$ cat src/rtl/mem_burst_pkg.sv
// Shared types and constants for the memory burst controller.
package mem_burst_pkg;

    localparam int DW_DEF = 16;
    localparam int AW_DEF = 3;

    localparam logic OP_WR = 1'b1;
    localparam logic OP_RD = 1'b0;

    typedef enum logic [1:0] {
        ST_IDLE,
        ST_WRITE,
        ST_READ,
        ST_DONE
    } state_t;

endpackage

$ cat src/rtl/mem_burst_fifo2.sv
// Two-entry FIFO with occupancy count; push and pop may coincide.
module mem_burst_fifo2 #(
    parameter int DW = 16
) (
    input  logic          clk,
    input  logic          rst,
    input  logic          push,
    input  logic [DW-1:0] din,
    input  logic          pop,
    output logic [DW-1:0] dout,
    output logic [1:0]    count
);

    logic [DW-1:0] slot [2];
    logic          wr_ptr;
    logic          rd_ptr;
    logic          do_push;
    logic          do_pop;

    assign do_pop  = pop && (count != 2'd0);
    assign do_push = push && ((count != 2'd2) || do_pop);
    assign dout    = slot[rd_ptr];

    always_ff @(posedge clk) begin
        if (rst) begin
            wr_ptr <= 1'b0;
            rd_ptr <= 1'b0;
            count  <= 2'd0;
        end else begin
            if (do_push) begin
                slot[wr_ptr] <= din;
                wr_ptr       <= ~wr_ptr;
            end
            if (do_pop) begin
                rd_ptr <= ~rd_ptr;
            end
            count <= count + {1'b0, do_push} - {1'b0, do_pop};
        end
    end

endmodule

$ cat src/rtl/mem_burst_ctrl.sv
// Burst controller in front of a single-port memory with 1-cycle read latency.
// Optional running checksum output enabled by MEM_BURST_CHECKSUM_EN.
module mem_burst_ctrl
    import mem_burst_pkg::*;
#(
    parameter int DW = DW_DEF,
    parameter int AW = AW_DEF
) (
    input  logic          clk,
    input  logic          rst,
    input  logic          cmd_valid,
    output logic          cmd_ready,
    input  logic          cmd_wr,
    input  logic [AW-1:0] cmd_addr,
    input  logic [AW-1:0] cmd_len,
    input  logic [DW-1:0] wr_data,
    input  logic          wr_valid,
    output logic          wr_ready,
    output logic [DW-1:0] rd_data,
    output logic          rd_valid,
    input  logic          rd_ready,
    output logic          busy,
    output logic          done,
    output logic          mem_cs,
    output logic          mem_we,
    output logic [AW-1:0] mem_addr,
    output logic [DW-1:0] mem_d,
    input  logic [DW-1:0] mem_q
`ifdef MEM_BURST_CHECKSUM_EN
    ,
    output logic [DW-1:0] csum
`endif
);

    state_t        state;
    state_t        state_nx;
    logic [AW-1:0] ptr;
    logic [AW:0]   left;
    logic          inflight;
    logic          issue;
    logic          accept;
    logic          rd_pop;
    logic [1:0]    buf_count;
    logic [2:0]    occ;

    assign accept    = (state == ST_IDLE) && cmd_valid;
    assign rd_valid  = (buf_count != 2'd0);
    assign rd_pop    = rd_valid && rd_ready;
    assign busy      = (state != ST_IDLE);
    assign done      = (state == ST_DONE);
    assign mem_addr  = ptr;
    assign mem_d     = wr_data;
    // Words already committed to the buffer after this cycle's pop settles.
    assign occ       = {1'b0, buf_count} + {2'b0, inflight} - {2'b0, rd_pop};

    always_comb begin
        state_nx  = state;
        cmd_ready = 1'b0;
        wr_ready  = 1'b0;
        mem_cs    = 1'b0;
        mem_we    = 1'b0;
        issue     = 1'b0;
        case (state)
            ST_IDLE: begin
                cmd_ready = 1'b1;
                if (cmd_valid) begin
                    state_nx = (cmd_wr == OP_WR) ? ST_WRITE : ST_READ;
                end
            end
            ST_WRITE: begin
                wr_ready = 1'b1;
                if (wr_valid) begin
                    mem_cs = 1'b1;
                    mem_we = 1'b1;
                    if (left == (AW+1)'(1)) begin
                        state_nx = ST_DONE;
                    end
                end
            end
            ST_READ: begin
                if ((left != '0) && (occ < 3'd2)) begin
                    issue  = 1'b1;
                    mem_cs = 1'b1;
                end
                if ((left == '0) && !inflight && (buf_count == 2'd0)) begin
                    state_nx = ST_DONE;
                end
            end
            ST_DONE: begin
                state_nx = ST_IDLE;
            end
        endcase
    end

    always_ff @(posedge clk) begin
        if (rst) begin
            state    <= ST_IDLE;
            ptr      <= '0;
            left     <= '0;
            inflight <= 1'b0;
        end else begin
            state    <= state_nx;
            inflight <= issue;
            if (accept) begin
                ptr  <= cmd_addr;
                left <= {1'b0, cmd_len} + (AW+1)'(1);
            end else if (mem_cs) begin
                ptr  <= ptr + AW'(1);
                left <= left - (AW+1)'(1);
            end
        end
    end

    mem_burst_fifo2 #(
        .DW(DW)
    ) u_fifo (
        .clk  (clk),
        .rst  (rst),
        .push (inflight),
        .din  (mem_q),
        .pop  (rd_pop),
        .dout (rd_data),
        .count(buf_count)
    );

`ifdef MEM_BURST_CHECKSUM_EN
    always_ff @(posedge clk) begin
        if (rst) begin
            csum <= '0;
        end else if (accept) begin
            csum <= '0;
        end else if (wr_valid && wr_ready) begin
            csum <= csum + wr_data;
        end else if (rd_pop) begin
            csum <= csum + rd_data;
        end
    end
`endif

endmodule

$ cat config.mk
export PLATFORM = sky130hd
export DESIGN_NAME = mem_burst_ctrl
export DESIGN_NICKNAME = d
export VERILOG_FILES = /design/src/rtl/mem_burst_pkg.sv /design/src/rtl/mem_burst_fifo2.sv /design/src/rtl/mem_burst_ctrl.sv
export SDC_FILE = /design/constraint.sdc
export NUM_CORES = 1
export LEC_CHECK = 0
export ABC_AREA = 1
export CAP_MARGIN = 30
export CORE_MARGIN = 2
export CORE_UTILIZATION = 35
export CTS_BUF_LIST = sky130_fd_sc_hd__clkbuf_2 sky130_fd_sc_hd__clkbuf_4 sky130_fd_sc_hd__clkbuf_8
export CTS_CLUSTER_SIZE = 28
export DETAILED_ROUTE_END_ITERATION = 10
export PLACE_DENSITY = 0.66
export SKIP_LAST_GASP = 1
export SYNTH_ARGS = -nofsm -noshare
export SYNTH_HDL_FRONTEND = slang
export SYNTH_SLANG_ARGS = --single-unit
export TNS_END_PERCENT = 50
$ cat constraint.sdc
create_clock -name clk -period 4.8 [get_ports clk]
set_input_delay 1.2 -clock clk [delete_from_list [all_inputs] [get_ports clk]]
set_output_delay 1.2 -clock clk [all_outputs]
set_load 0.01 [all_outputs]
Word-level counts from Yosys, hierarchy flattened
Memories as Yosys holds them, arrays and structs flattened. A register that Yosys moved wholly into a read port is not among the register bits.
Index checks and enable logic that the tools add are counted.
{ "totals": {"ff_bits": 14, "ram_bits": 32, "inputBits": 44, "elab_cells": 67, "memories": 1} }
{ "classes": {"add_sub_neg": 7, "order_cmp": 1, "n_eq_ne": 9, "muxes": 21, "n_bitwise": 3, "n_reduce_logical": 18} }
{ "mem_list": {"columns": ["memory", "depth", "word_bits", "rd", "rd_clocked_by_memory_dff", "write_ports", "line", "text"], "rows": [
  ["u_fifo.slot", 2, 16, 1, 1, 1, "mem_burst_fifo2.sv:14", "logic [DW-1:0] slot [2];"]
]} }
{ "ops": {"columns": ["operator", "n"], "rows": [
  ["two-way mux 1 bit", 10],
  ["two-way mux 2 bit", 5],
  ["inequality test 2 bit, second input constant", 5],
  ["two-way mux 4 bit", 2],
  ["case mux 2 bit (4 select lines)", 1],
  ["logical AND 1 bit", 7],
  ["two-way mux 3 bit", 2],
  ["nonzero test 2 bit", 3],
  ["adder 3 x 1 -> 4 bit, second input constant", 1],
  ["== test 2 bit, second input constant", 2],
  ["== test 4 x 1 -> 1 bit, second input constant", 1],
  ["zero test 2 bit", 2],
  ["zero test 4 bit", 1],
  ["AND reduction 4 bit", 1],
  ["nonzero test 4 bit", 1],
  ["subtractor 4 x 1 -> 4 bit, second input constant", 1],
  ["adder 2 x 1 -> 3 bit", 1],
  ["adder 3 x 1 -> 3 bit, second input constant", 1],
  ["less-than comparator 3 x 2 -> 1 bit, second input constant", 1],
  ["NOT 1 bit", 3],
  ["subtractor 3 x 1 -> 3 bit", 1],
  ["adder 2 x 1 -> 2 bit", 1],
  ["== test 2 x 1 -> 1 bit, second input constant", 1],
  ["case mux 1 bit (2 select lines)", 1],
  ["other kinds (4)", 4]
]} }

Logic depth before layout (Yosys ltp)
Gate-level depths: netlist of run 1.
{ "logic_depth": {"word_depth": 9, "mapped_depth": 15} }

By module
From an unflattened synthesis of run 1, not the netlist that was laid out.
{ "hier_totals": {"cells_unflattened": 226, "hier_area_um2": 2384.8} }
{ "by_module_without_submodules": {"columns": ["mod", "instances", "cells_per_inst", "area_each_um2", "seq_area_each_um2"], "rows": [
  ["mem_burst_fifo2", 1, 89, 1461.4, 1061.0],
  ["mem_burst_ctrl", 1, 137, 923.4, 200.2]
]} }

Worst setup path after synthesis of run 1
No wires, ideal clock.
{ "synth_path": {"path_kind": "input -> output", "start": "in rd_ready", "end": "out mem_cs", "arrival_ps": 2738, "required_time_ps": 3600, "path_slack_ps": 862, "cell_stages": 12, "path_cell_list": "inv_1 nor2_1 ha_1 inv_1 nand2_1 fa_1 nand2_1 a21oi_1 nand3_2 nand2_2 nand2_4 inv_2"} }
{ "synth_via": {"elab_chain_len": 6} }
{ "synth_rtl": {"columns": ["element", "line", "text"], "rows": [
  ["from (decl)", "mem_burst_ctrl.sv:21", "input logic rd_ready,"],
  ["logical AND 1 bit", "mem_burst_ctrl.sv:48", "assign rd_pop = rd_valid && rd_ready;"],
  ["subtractor 3 x 1 -> 3 bit", "mem_burst_ctrl.sv:54", "assign occ = {1'b0, buf_count} + {2'b0, inflight} - {2'b0, rd_pop};"],
  ["less-than comparator 3 x 2 -> 1 bit", "mem_burst_ctrl.sv:81", "if ((left != '0) && (occ < 3'd2)) begin"],
  ["logical AND 1 bit", "mem_burst_ctrl.sv:81", null],
  ["two-way mux 1 bit", "mem_burst_ctrl.sv:81", null],
  ["case mux 1 bit (2 select lines)", "mem_burst_ctrl.sv:63", "case (state)"],
  ["to (decl)", "mem_burst_ctrl.sv:24", "output logic mem_cs,"]
]} }
No other way between the ends.

Worst setup path after layout of run 1
Ends and elaborated chain as after synthesis.

==> flow_metrics.env, run 1 <==
export IMPL_dp_hpwl_um=2930
export IMPL_fin_crit_ps=4590
export IMPL_rsz0062_at_grt="no"
export IMPL_power_leakage_uw=0.00119
export IMPL_initial_utilization_pct=36.0
export IMPL_netlist_area_um2=2270
export IMPL_synth_simple_area_share_pct=14.7
export IMPL_grt_usage_pct=11.9
export IMPL_drt_first_iter_violations=47
export IMPL_status="complete, no violations"
export IMPL_post_route_drc_count=0
export IMPL_worst_pin_slew_ps=721
export IMPL_synth_xor_area_share_pct=1.16
export IMPL_synth_top_area_share_pct=42.3
export IMPL_holdCritStartpoint="u_fifo.rd_ptr"
export IMPL_drive_gt1_share_pct=15.6
export IMPL_hold_viol_final=0
export IMPL_synth_top_area_cell="edfxtp_1"
export IMPL_cts_buffers=5
export IMPL_fmax_ghz=0.218
export IMPL_clock_sinks=47
export IMPL_ant_nets=0
export IMPL_rows=29
export IMPL_place_gp_congestion=0.737
export IMPL_cts_buffer_depth=2
export IMPL_wl_um=4050
export IMPL_yosysSeqAreaShare_pct=55.5
export IMPL_fin_hold_ws_ps=465
export IMPL_grt_start_max_net_pins=17
export IMPL_antenna_found_initial=0
export IMPL_worstSetupStartpoint="rd_ready"
export IMPL_synth_compound_area_share_pct=3.63
export IMPL_clkTransAtPathRegs_ps=80
export IMPL_slew_headroom_pct=51.9
export IMPL_synth_fa_ha_area_share_pct=7.48
export IMPL_io_pins=86
export IMPL_cts_tree="done"
export IMPL_finalSetupViolations=0
export IMPL_startpoint_type="input pin"
export IMPL_port_buffers=53
export IMPL_r2r_start="u_fifo.count[1]"
export IMPL_grt_overflow_total=0
export IMPL_die_height_um=84.6
export IMPL_end_kind="primary output"
export IMPL_cts_root_buf="clkbuf_8"
export IMPL_grt_pass1_vias=1537
export IMPL_grt_pass1_wl_um=6870
export IMPL_synth_cell_types=26
export IMPL_die_area_um2=7160
export IMPL_clk_insertion_delay_late_ps=290
export IMPL_vias_per_cell=4.47
export IMPL_cp_arrival_ps=3390
export IMPL_synthMuxAreaShare_pct=7.93
export IMPL_cts_setup_buffers=0
export IMPL_syn_to_final_growth_pct=29.8
export IMPL_yosysWarnings=0
export IMPL_irDropWorstVdd_uv=338
export IMPL_crit_type="in2out"
export IMPL_maxSlewViolCount=0
export IMPL_min_path_type="reg2reg"
export IMPL_synthCells=214
export IMPL_synth_top_family_by_area="simple AND/OR/NAND/NOR gates"
export IMPL_die_x_um=84.6
export IMPL_maxCapViolations=0
export IMPL_cp_max_fo=2
export IMPL_fin_util_pct=46.7
export IMPL_fillCellCount=608
export IMPL_synth_seq_cells=47
export IMPL_h_tree_depth=2
export IMPL_nNetsFinal=318
export IMPL_power_density_nw_per_um2=535
export IMPL_skew_ps=3.11
export IMPL_avgSynthCellArea_um2=10.6
export IMPL_dr_pass1_iters=4
export IMPL_synth_top_cells_by_area="edfxtp_1 42%, dfxtp_1 13%, mux2_2 7.9%"
export IMPL_antenna_cells=0
export IMPL_core_area_um2=6310
export IMPL_vias=1515
export IMPL_worstPathRequired_ps=3600
export IMPL_ctsHoldBuffers=0
export IMPL_syn_nets=271
export IMPL_period_share_pct=95.7
export IMPL_wl_per_cell_um=11.9
[stage by stage]
stage / cells / setup WS [ps] / total power, µW / TNS [ps] / cell area, µm²
6_report: 339 / 206 / 1580 / 0 / 2950
2_1_floorplan: 214 / 862 / 1010 / 0 / 2270
3_5_place_dp: 331 / -63.5 / 1250 / -63.5 / 2820
3_3_place_gp: 331 / -69.4 / 1240 / -69.4 / 2820
4_1_cts: 339 / 186 / 1600 / 0 / 2950
5_1_grt: 339 / 13.1 / 1710 / 0 / 2950
[final timing paths]
kind / to / slack [ps] / cells after the start
max: mem_cs / 210 / 14
min: register / 460 / 1
max reg2reg: left[3] / 2370 / 16
min reg2reg: register / 460 / 1
[report_power, final]
| part | switching, µW | total [µW] | leakage, µW | internal [µW] |
|---|---|---|---|---|
| Clock | 128 | 342 | 0.0000688 | 214 |
| Combinational | 341 | 681 | 0.000707 | 340 |
| Sequential | 60.3 | 557 | 0.000411 | 496 |
| Total | 529 | 1580 | 0.00119 | 1050 |
[area by class of cell]
type                       instances  area (µm²)  share of cell area, %
clock buffer                       6        76.3                   2.59
clock inverter                     2        60.1                   2.04
inverter                          22        82.6                   2.80
multi-input combinational        126         800                   27.1
sequential                        47        1260                   42.7
tap                               77        96.3                   3.27
timing repair buffer              59         574                   19.5
[worst max-delay path, stage by stage]
cell             delay (ps)
clkdlybuf4s50_1         450
inv_1                    50
nor2_1                  140
ha_1                    240
inv_1                    70
nand2_1                  60
fa_1                    480
nand2_1                  50
a21oi_1                 140
nand3_2                  90
nand2_2                  80
nand2_4                  50
inv_2                    40
dlygate4sd2_1           250
[per-layer routing]
metal	share of wire, %	wire length (µm)	up-vias	global-route usage [%]
li1	-	-	779	-
met1	45	1840	677	15.4
met2	47	1890	49	19.5
met3	6.5	262	10	2.75
met4	1.4	56	0	4.62
met5	0	0	-	0
[state kept, by name (all words and copies together) (netlist names), named ones only]
signal and count:
u_fifo.slot 32, mem_addr 3, u_fifo.wr_ptr 1, u_fifo.count 2, state 2, left 4, u_fifo.rd_ptr 1, inflight 1
[repair_timing]
item	CTS	global route
endpoints found under the hold margin	0	0
gates resized for setup	1	0
setup endpoints to repair	1	0
[synth_stat cells, drive strengths merged]
cell and count:
a21oi 9, buf 19, clkinv 1, dfxtp 15
edfxtp 32, fa 1, ha 12, inv 21
mux2 16, nand2 41, nand3 7, nand3b 1
nor2 25, nor3 2, o21a 1, o21ai 6
or2 2, xnor2 2, xor2 1
[cells in the final DEF (no fill, tap or decap), drive strengths merged, types with 7 or more instances in the layout]
master	Yosys	layout
clkdlybuf4s50	0	52
edfxtp	32	32
dfxtp	15	15
nand3	7	7
inv	21	21
a21oi	9	9
nor2	25	25
mux2	16	16
ha	12	12
nand2	41	41
[cell families (layout without fill, tap and decap cells)]
group                    Yosys count  count (layout)
AND/OR/NAND/NOR                   78              78
buffers and inverters             41              89
multiplexers                      16              16
adder cells (fa/ha/maj)           13              13
XOR/XNOR                           3               3
flip-flops                        47              47
AO/OA/AOI/OAI                     16              16
(Power assumes the default switching activity.)
==> inputs of run 2 (changes only) <==
--- a/config.mk
+++ b/config.mk
@@ -8,13 +8,14 @@
 export ABC_AREA = 1
 export CAP_MARGIN = 30
 export CORE_MARGIN = 2
-export CORE_UTILIZATION = 35
+export CORE_UTILIZATION = 50
 export CTS_BUF_LIST = sky130_fd_sc_hd__clkbuf_2 sky130_fd_sc_hd__clkbuf_4 sky130_fd_sc_hd__clkbuf_8
 export CTS_CLUSTER_SIZE = 28
 export DETAILED_ROUTE_END_ITERATION = 10
-export PLACE_DENSITY = 0.66
+export PLACE_DENSITY = 0.88
 export SKIP_LAST_GASP = 1
 export SYNTH_ARGS = -nofsm -noshare
 export SYNTH_HDL_FRONTEND = slang
+export SYNTH_HIERARCHICAL = 1
 export SYNTH_SLANG_ARGS = --single-unit
 export TNS_END_PERCENT = 50
==> run 2 against run 1 <==
- sequential share of layout area is 0.20 points lower
- largest power group is now registers
- critical path type unchanged
- flip-flop and latch count is the same
- worst hold slack improved by 48 ps
==> flow_metrics.env, run 2 <==
export IMPL_rsz0062_at_grt="no"
export IMPL_fmax_ghz=0.217
export IMPL_die_height_um=73.1
export IMPL_reg2reg_to="left[1]"
export IMPL_core_area_um2=4660
export IMPL_wl_um=3840
export IMPL_dr_pass1_iters=4
export IMPL_synth_edff_count=32
export IMPL_grt_pass1_wl_um=6100
export IMPL_port_buffers=53
export IMPL_final_cell_mix="52 x clkdlybuf4s50_1, 42 x nand2_1, 32 x nor2_1, 32 x edfxtp_1, 26 x inv_1"
export IMPL_clkTransAtPathRegs_ps=80
export IMPL_critPathMaxStageDelay_ps=490
export IMPL_fin_cells=326
export IMPL_vias=1582
export IMPL_slew_headroom_pct=42.1
export IMPL_power_density_nw_per_um2=445
export IMPL_finalInstanceArea_um2=2960
export IMPL_maxSlewViolCount=0
export IMPL_status="complete, no violations"
export IMPL_switching_share_pct=33.4
export IMPL_clk_insertion_delay_late_ps=290
export IMPL_die_x_um=73.1
export IMPL_yosysSeqAreaShare_pct=52.9
export IMPL_post_dp_cell_area_um2=2850
export IMPL_cts_root_buf="clkbuf_8"
export IMPL_h_tree_depth=2
export IMPL_fin_hold_ws_ps=512
export IMPL_drive_gt1_share_pct=13.6
export IMPL_avgSynthCellArea_um2=10.6
export IMPL_synth_top_area_cell="edfxtp_1"
export IMPL_synthCells=226
export IMPL_die_area_um2=5340
export IMPL_wl_per_cell_um=11.8
export IMPL_skew_ps=9.78
export IMPL_fillCellCount=364
export IMPL_place_gp_congestion=0.755
export IMPL_reg2reg_depth=15
export IMPL_netlist_area_um2=2380
export IMPL_holdCritStartpoint="mem_addr[1]"
export IMPL_post_route_drc_count=0
export IMPL_antenna_found_initial=0
export IMPL_synth_most_common_cell="nand2_1"
export IMPL_async_flop_share_pct=0
export IMPL_finalSetupViolations=0
export IMPL_end_kind="primary output"
export IMPL_nNetsFinal=328
export IMPL_critPathSlowestCell="fa_1"
export IMPL_syn_nets=283
export IMPL_power_leakage_uw=0.00125
export IMPL_synth_top_area_share_pct=40.3
export IMPL_synth_top_cells_by_area="edfxtp_1 40%, dfxtp_1 13%, nand2_1 6.6%"
export IMPL_crit_type="in2out"
export IMPL_vias_per_cell=4.85
export IMPL_cts_buffer_depth=2
export IMPL_fin_ws_ps=188
export IMPL_period_share_pct=96.1
export IMPL_path_cells="clkdlybuf4s50_1, inv_1, nor2_2, ha_1, or2_2, fa_1, nand2_1, a21oi_2, nand3_2, nand2_2, nand2_4, inv_1, clkbuf_2"
export IMPL_syn_to_final_growth_pct=24.3
export IMPL_clock_sinks=47
export IMPL_power_uw=1320
export IMPL_ant_nets=0
export IMPL_worstSetupStartpoint="rd_ready"
export IMPL_rrSetupSlack_ps=2120
export IMPL_cts_buffers=5
export IMPL_io_pins=86
export IMPL_worstPathRequired_ps=3600
export IMPL_synth_cell_types=27
export IMPL_min_path_type="reg2reg"
export IMPL_rows=25
export IMPL_cp_max_fo=2
export IMPL_hold_viol_final=0
export IMPL_place_ws_ps=-262
export IMPL_cp_arrival_ps=3410
export IMPL_cpMostUsedCell="inv_1"
export IMPL_yosysWarnings=6
export IMPL_drt_first_iter_violations=82
export IMPL_ctsHoldBuffers=0
export IMPL_p_comb_share_pct=38.7
export IMPL_dp_hpwl_um=2870
export IMPL_place_inst=318
export IMPL_grt_pass1_vias=1510
export IMPL_grt_start_max_net_pins=17
export IMPL_seq_power_share_pct=39.8
export IMPL_irDropWorstVdd_uv=316
export IMPL_largest_register="u_fifo/slot"
export IMPL_pwr_share_clk_pct=21.5
export IMPL_synth_ff_type="edfxtp_1"
export IMPL_final_common_cell="clkdlybuf4s50_1"
export IMPL_largest_reg_flops=32
export IMPL_antenna_cells=0
export IMPL_synth_commonest_cells="42 x nand2_1, 33 x nor2_1, 32 x edfxtp_1"
export IMPL_p_switching_uw=440
export IMPL_initial_utilization_pct=51.2
export IMPL_synth_seq_cells=47
export IMPL_r2r_start="u_fifo/count[1]"
export IMPL_startpoint_type="input pin"
export IMPL_cts_tree="done"
export IMPL_worst_pin_slew_ps=868
export IMPL_grt_usage_pct=14.6
export IMPL_hold_path_end="mem_addr[1]"
export IMPL_fin_crit_ps=4610
export IMPL_maxCapViolations=0
export IMPL_grt_overflow_total=0
export IMPL_whs_path_depth=2
export IMPL_p_int_uw=880
-- run 2: changes by cell type in the layout (fill, tap and decap cells not counted), sizes merged, moves of 2 or more --
| cell | delta |
|---|---|
| nand2 | +5 |
| a21oi | -6 |
| nand4 | +2 |
| buf | -2 |
| inv | +5 |
| nor2 | +8 |
-- run 2: repair_timing --
| item | CTS | global route |
|---|---|---|
| setup endpoints to repair | 1 | 1 |
| setup buffers | 0 | 0 |
| gates resized for setup | 2 | 3 |
-- run 2: final cells by class --
type	instances	area, µm²	share of cell area (%)
sequential	47	1260	42.5
multi-input combinational	134	870	29.3
timing repair buffer	57	556	18.7
inverter	26	97.6	3.29
clock buffer	5	68.8	2.32
tap	54	67.6	2.28
clock inverter	3	43.8	1.48
-- run 2: critical path, delay by kind of cell --
| kind | cells | cell delay, ps |
|---|---|---|
| adders and majority gates | 2 | 720 |
| and+or+nand+nor | 6 | 710 |
| AOI/OAI and AO/OA | 1 | 120 |
| buffers and inverters | 4 | 660 |
-- run 2: power by group through the flow --
stage                     clock, µW  sequential (µW)  combinational, µW
after floorplan                   0              530                353
after global placement            0              531                501
after detailed placement          0              534                512
after CTS                       291              525                515
after global routing            302              533                582
final                           284              525                511
-- run 2: kinds of logic after synthesis --
kind of cell,share of synthesized area (%)
adders and majority gates,7.14
xor gates and xnor gates,1.10
DFF,52.9
and+or+nand+nor,16.5
buffers and inverters,10.9
muxes,9.13
AOI/OAI and AO/OA,2.31
-- run 2: metrics by stage --
stage | TNS, ps | utilization (%)
after floorplan | 0 | -
after global placement | -251 | 61.2
after detailed placement | -262 | 61.2
after CTS | 0 | 63.6
after global routing | 0 | 63.6
final | 0 | 63.6
-- run 2: worst max-delay path by stage --
stage                     slack, ps      to  cells past startpoint
after floorplan                 710  mem_cs                     11
after global placement         -250  mem_cs                     13
after detailed placement       -260  mem_cs                     13
after CTS                        20  mem_cs                     13
after global routing             50  mem_cs                     13
final                           190  mem_cs                     13
-- run 2: metal layers --
metal / global-route usage (%) / part of all wire [%]
met5: 0 / 0
met4: 3.91 / 0.39
met1: 15.2 / 42
met3: 4.28 / 5.7
met2: 27.9 / 52
==> inputs of run 3 (changes only) <==
--- a/config.mk
+++ b/config.mk
@@ -5,10 +5,9 @@
 export SDC_FILE = /design/constraint.sdc
 export NUM_CORES = 1
 export LEC_CHECK = 0
-export ABC_AREA = 1
 export CAP_MARGIN = 30
 export CORE_MARGIN = 2
-export CORE_UTILIZATION = 50
+export CORE_UTILIZATION = 49
 export CTS_BUF_LIST = sky130_fd_sc_hd__clkbuf_2 sky130_fd_sc_hd__clkbuf_4 sky130_fd_sc_hd__clkbuf_8
 export CTS_CLUSTER_SIZE = 28
 export DETAILED_ROUTE_END_ITERATION = 10
==> run 3 against run 2 <==
- worst hold slack better by 2.0 ps
- design area decreased by 3.9%
- via count is 8.3% lower
- clock skew down 5.2 ps
==> flow_metrics.env, run 3 <==
export IMPL_status="complete, no violations"
export IMPL_cts_root_buf="clkbuf_8"
export IMPL_io_pins=86
export IMPL_avgSynthCellArea_um2=13.2
export IMPL_final_cell_mix="52 x clkdlybuf4s50_1, 32 x edfxtp_1, 16 x mux2_1, 15 x dfxtp_1, 12 x ha_1"
export IMPL_place_gp_congestion=0.826
export IMPL_synth_top_area_share_pct=42.6
export IMPL_fin_cells=269
export IMPL_cts_buffers=5
export IMPL_vias_per_cell=5.39
export IMPL_met3WireLength_um=276
export IMPL_irDropWorstVdd_uv=396
export IMPL_synth_top_family_by_area="simple AND/OR/NAND/NOR gates"
export IMPL_dr_pass1_iters=4
export IMPL_synth_simple_area_share_pct=9.20
export IMPL_synth_fa_ha_area_share_pct=7.54
export IMPL_yosysWarnings=6
export IMPL_wl_per_cell_um=14.6
export IMPL_worstPathRequired_ps=3600
export IMPL_maxCapViolations=0
export IMPL_synth_seq_cells=47
export IMPL_die_x_um=71.9
export IMPL_die_height_um=71.9
export IMPL_syn_to_final_growth_pct=26.2
export IMPL_clkTransAtPathRegs_ps=80
export IMPL_h_tree_depth=2
export IMPL_place_inst=261
export IMPL_synth_most_common_cell="edfxtp_1"
export IMPL_fin_crit_ps=4600
export IMPL_vias=1450
export IMPL_cp_max_fo=3
export IMPL_synth_top_cells_by_area="edfxtp_1 43%, dfxtp_1 13%, mux2_1 8.0%"
export IMPL_crit_type="in2out"
export IMPL_dp_hpwl_um=2840
export IMPL_synth_cell_types=46
export IMPL_largest_register="u_fifo/slot"
export IMPL_grt_pass1_vias=1508
export IMPL_grt_pass1_wl_um=6730
export IMPL_slew_headroom_pct=49.0
export IMPL_clock_sinks=47
export IMPL_syn_nets=228
export IMPL_post_route_drc_count=0
export IMPL_yosysSeqAreaShare_pct=55.9
export IMPL_power_leakage_uw=0.00105
export IMPL_path_cells="clkdlybuf4s50_1, and2_1, ha_1, nand2b_1, fa_1, and2_4, a41oi_4, inv_4, dlygate4sd2_1"
export IMPL_place_ws_ps=-38.1
export IMPL_grt_usage_pct=16.5
export IMPL_cts_buffer_depth=2
export IMPL_synth_compound_area_share_pct=8.31
export IMPL_fillCellCount=345
export IMPL_synth_edff_count=32
export IMPL_drive_gt1_share_pct=11.1
export IMPL_post_cts_resized=2
export IMPL_ant_nets=0
export IMPL_final_common_cell="clkdlybuf4s50_1"
export IMPL_maxUsedRoutingLayer="met4"
export IMPL_synth_xor_area_share_pct=2.72
export IMPL_drt_first_iter_violations=86
export IMPL_cts_tree="done"
export IMPL_fmax_ghz=0.217
export IMPL_cts_setup_buffers=0
export IMPL_critPathSlowestCell="clkdlybuf4s50_1"
export IMPL_finalInstanceArea_um2=2850
export IMPL_post_dp_cell_area_um2=2760
export IMPL_largest_reg_flops=32
export IMPL_crit_family="buffers and inverters"
export IMPL_fin_ws_ps=200
export IMPL_wl_um=3920
export IMPL_fin_util_pct=65.0
export IMPL_synthMuxAreaShare_pct=8.65
export IMPL_initial_utilization_pct=51.5
export IMPL_antenna_found_initial=0
export IMPL_nNetsFinal=273
export IMPL_port_buffers=53
export IMPL_synthCells=171
export IMPL_fin_hold_ws_ps=514
export IMPL_end_kind="primary output"
export IMPL_min_path_type="reg2reg"
export IMPL_met2_length_um=1860
export IMPL_rows=24
export IMPL_skew_ps=4.56
export IMPL_period_share_pct=95.8
export IMPL_core_area_um2=4380
export IMPL_synth_ff_type="edfxtp_1"
export IMPL_cp_arrival_ps=3400
export IMPL_startpoint_type="input pin"
export IMPL_antenna_cells=0
export IMPL_wl_met1_um=1710
export IMPL_finalSetupViolations=0
export IMPL_ctsHoldBuffers=0
export IMPL_worst_pin_slew_ps=764
export IMPL_power_density_nw_per_um2=388
export IMPL_grt_start_max_net_pins=19
export IMPL_netlist_area_um2=2260
export IMPL_synth_commonest_cells="32 x edfxtp_1, 16 x buf_4, 16 x mux2_1"
export IMPL_maxSlewViolCount=0
export IMPL_critPathMaxStageDelay_ps=440
export IMPL_hold_viol_final=0
export IMPL_grt_overflow_total=0
export IMPL_async_flop_share_pct=0
export IMPL_synth_top_area_cell="edfxtp_1"
export IMPL_crit_buf_inv=3
export IMPL_die_area_um2=5170
export IMPL_rsz0062_at_grt="no"
export IMPL_clk_insertion_delay_late_ps=290
## run 3: cell types whose count changed in the layout (fill, tap and decap cells not counted), moves of 6 or more
cell / previous run / this run
mux2_1: 0 / 16
nand2_1: 42 / 5
nor2_1: 32 / 9
inv_1: 26 / 7
mux2_2: 6 / 0
mux2_4: 10 / 1
## run 3: cell type report
class                   count  area [µm²]  area share (%)
clock buffers               6        76.3            2.68
well taps                  52        65.1            2.28
flip-flops and latches     47        1260            44.3
inverters                   8        32.5            1.14
repair buffers             59         574            20.2
clock inverters             2        8.76           0.308
multi-input cells          95         830            29.1
## run 3: worst paths after layout
kind / from / endpoint / slack (ps) / cells past startpoint
worst max-delay path: rd_ready / mem_cs / 200 / 9
worst max register to register: u_fifo/count[1] / left[3] / 1810 / 10
worst min-delay path: mem_addr[1] / mem_addr[1] / 510 / 2
worst min register to register: mem_addr[1] / mem_addr[1] / 510 / 2
## run 3: worst register-to-register path: cells and delay by family (launching register included)
family | cells | cell delay (ps)
compound gates | 2 | 380
fa+ha+maj | 2 | 780
buf+inv | 1 | 180
flops | 1 | 380
simple gates | 5 | 1180
## run 3: cells by family after synthesis
| group | count (synthesis) |
|---|---|
| flops | 47 |
| simple gates | 36 |
| buf+inv | 29 |
| compound gates | 22 |
| mux | 17 |
| fa+ha+maj | 13 |
| xor+xnor | 7 |
## run 3: layer usage
| layer | vias to the layer above | track usage, % |
|---|---|---|
| li1 | 701 | - |
| met1 | 684 | 19.6 |
| met2 | 55 | 28.8 |
| met3 | 10 | 4.50 |
| met4 | 0 | 5.87 |
| met5 | - | 0 |
## run 3: stage by stage
stage                     TNS, ps  total power [µW]
after floorplan                 0               744
after global placement      -3.84               873
after detailed placement    -38.1               883
after CTS                       0              1120
after global routing            0              1170
final                           0              1110
## run 3: power breakdown
| part | switching (µW) | internal (µW) | total [µW] |
|---|---|---|---|
| Clock | 123 | 106 | 229 |
| Sequential | 30.3 | 470 | 500 |
| Combinational | 181 | 196 | 377 |
| Total | 334 | 772 | 1110 |
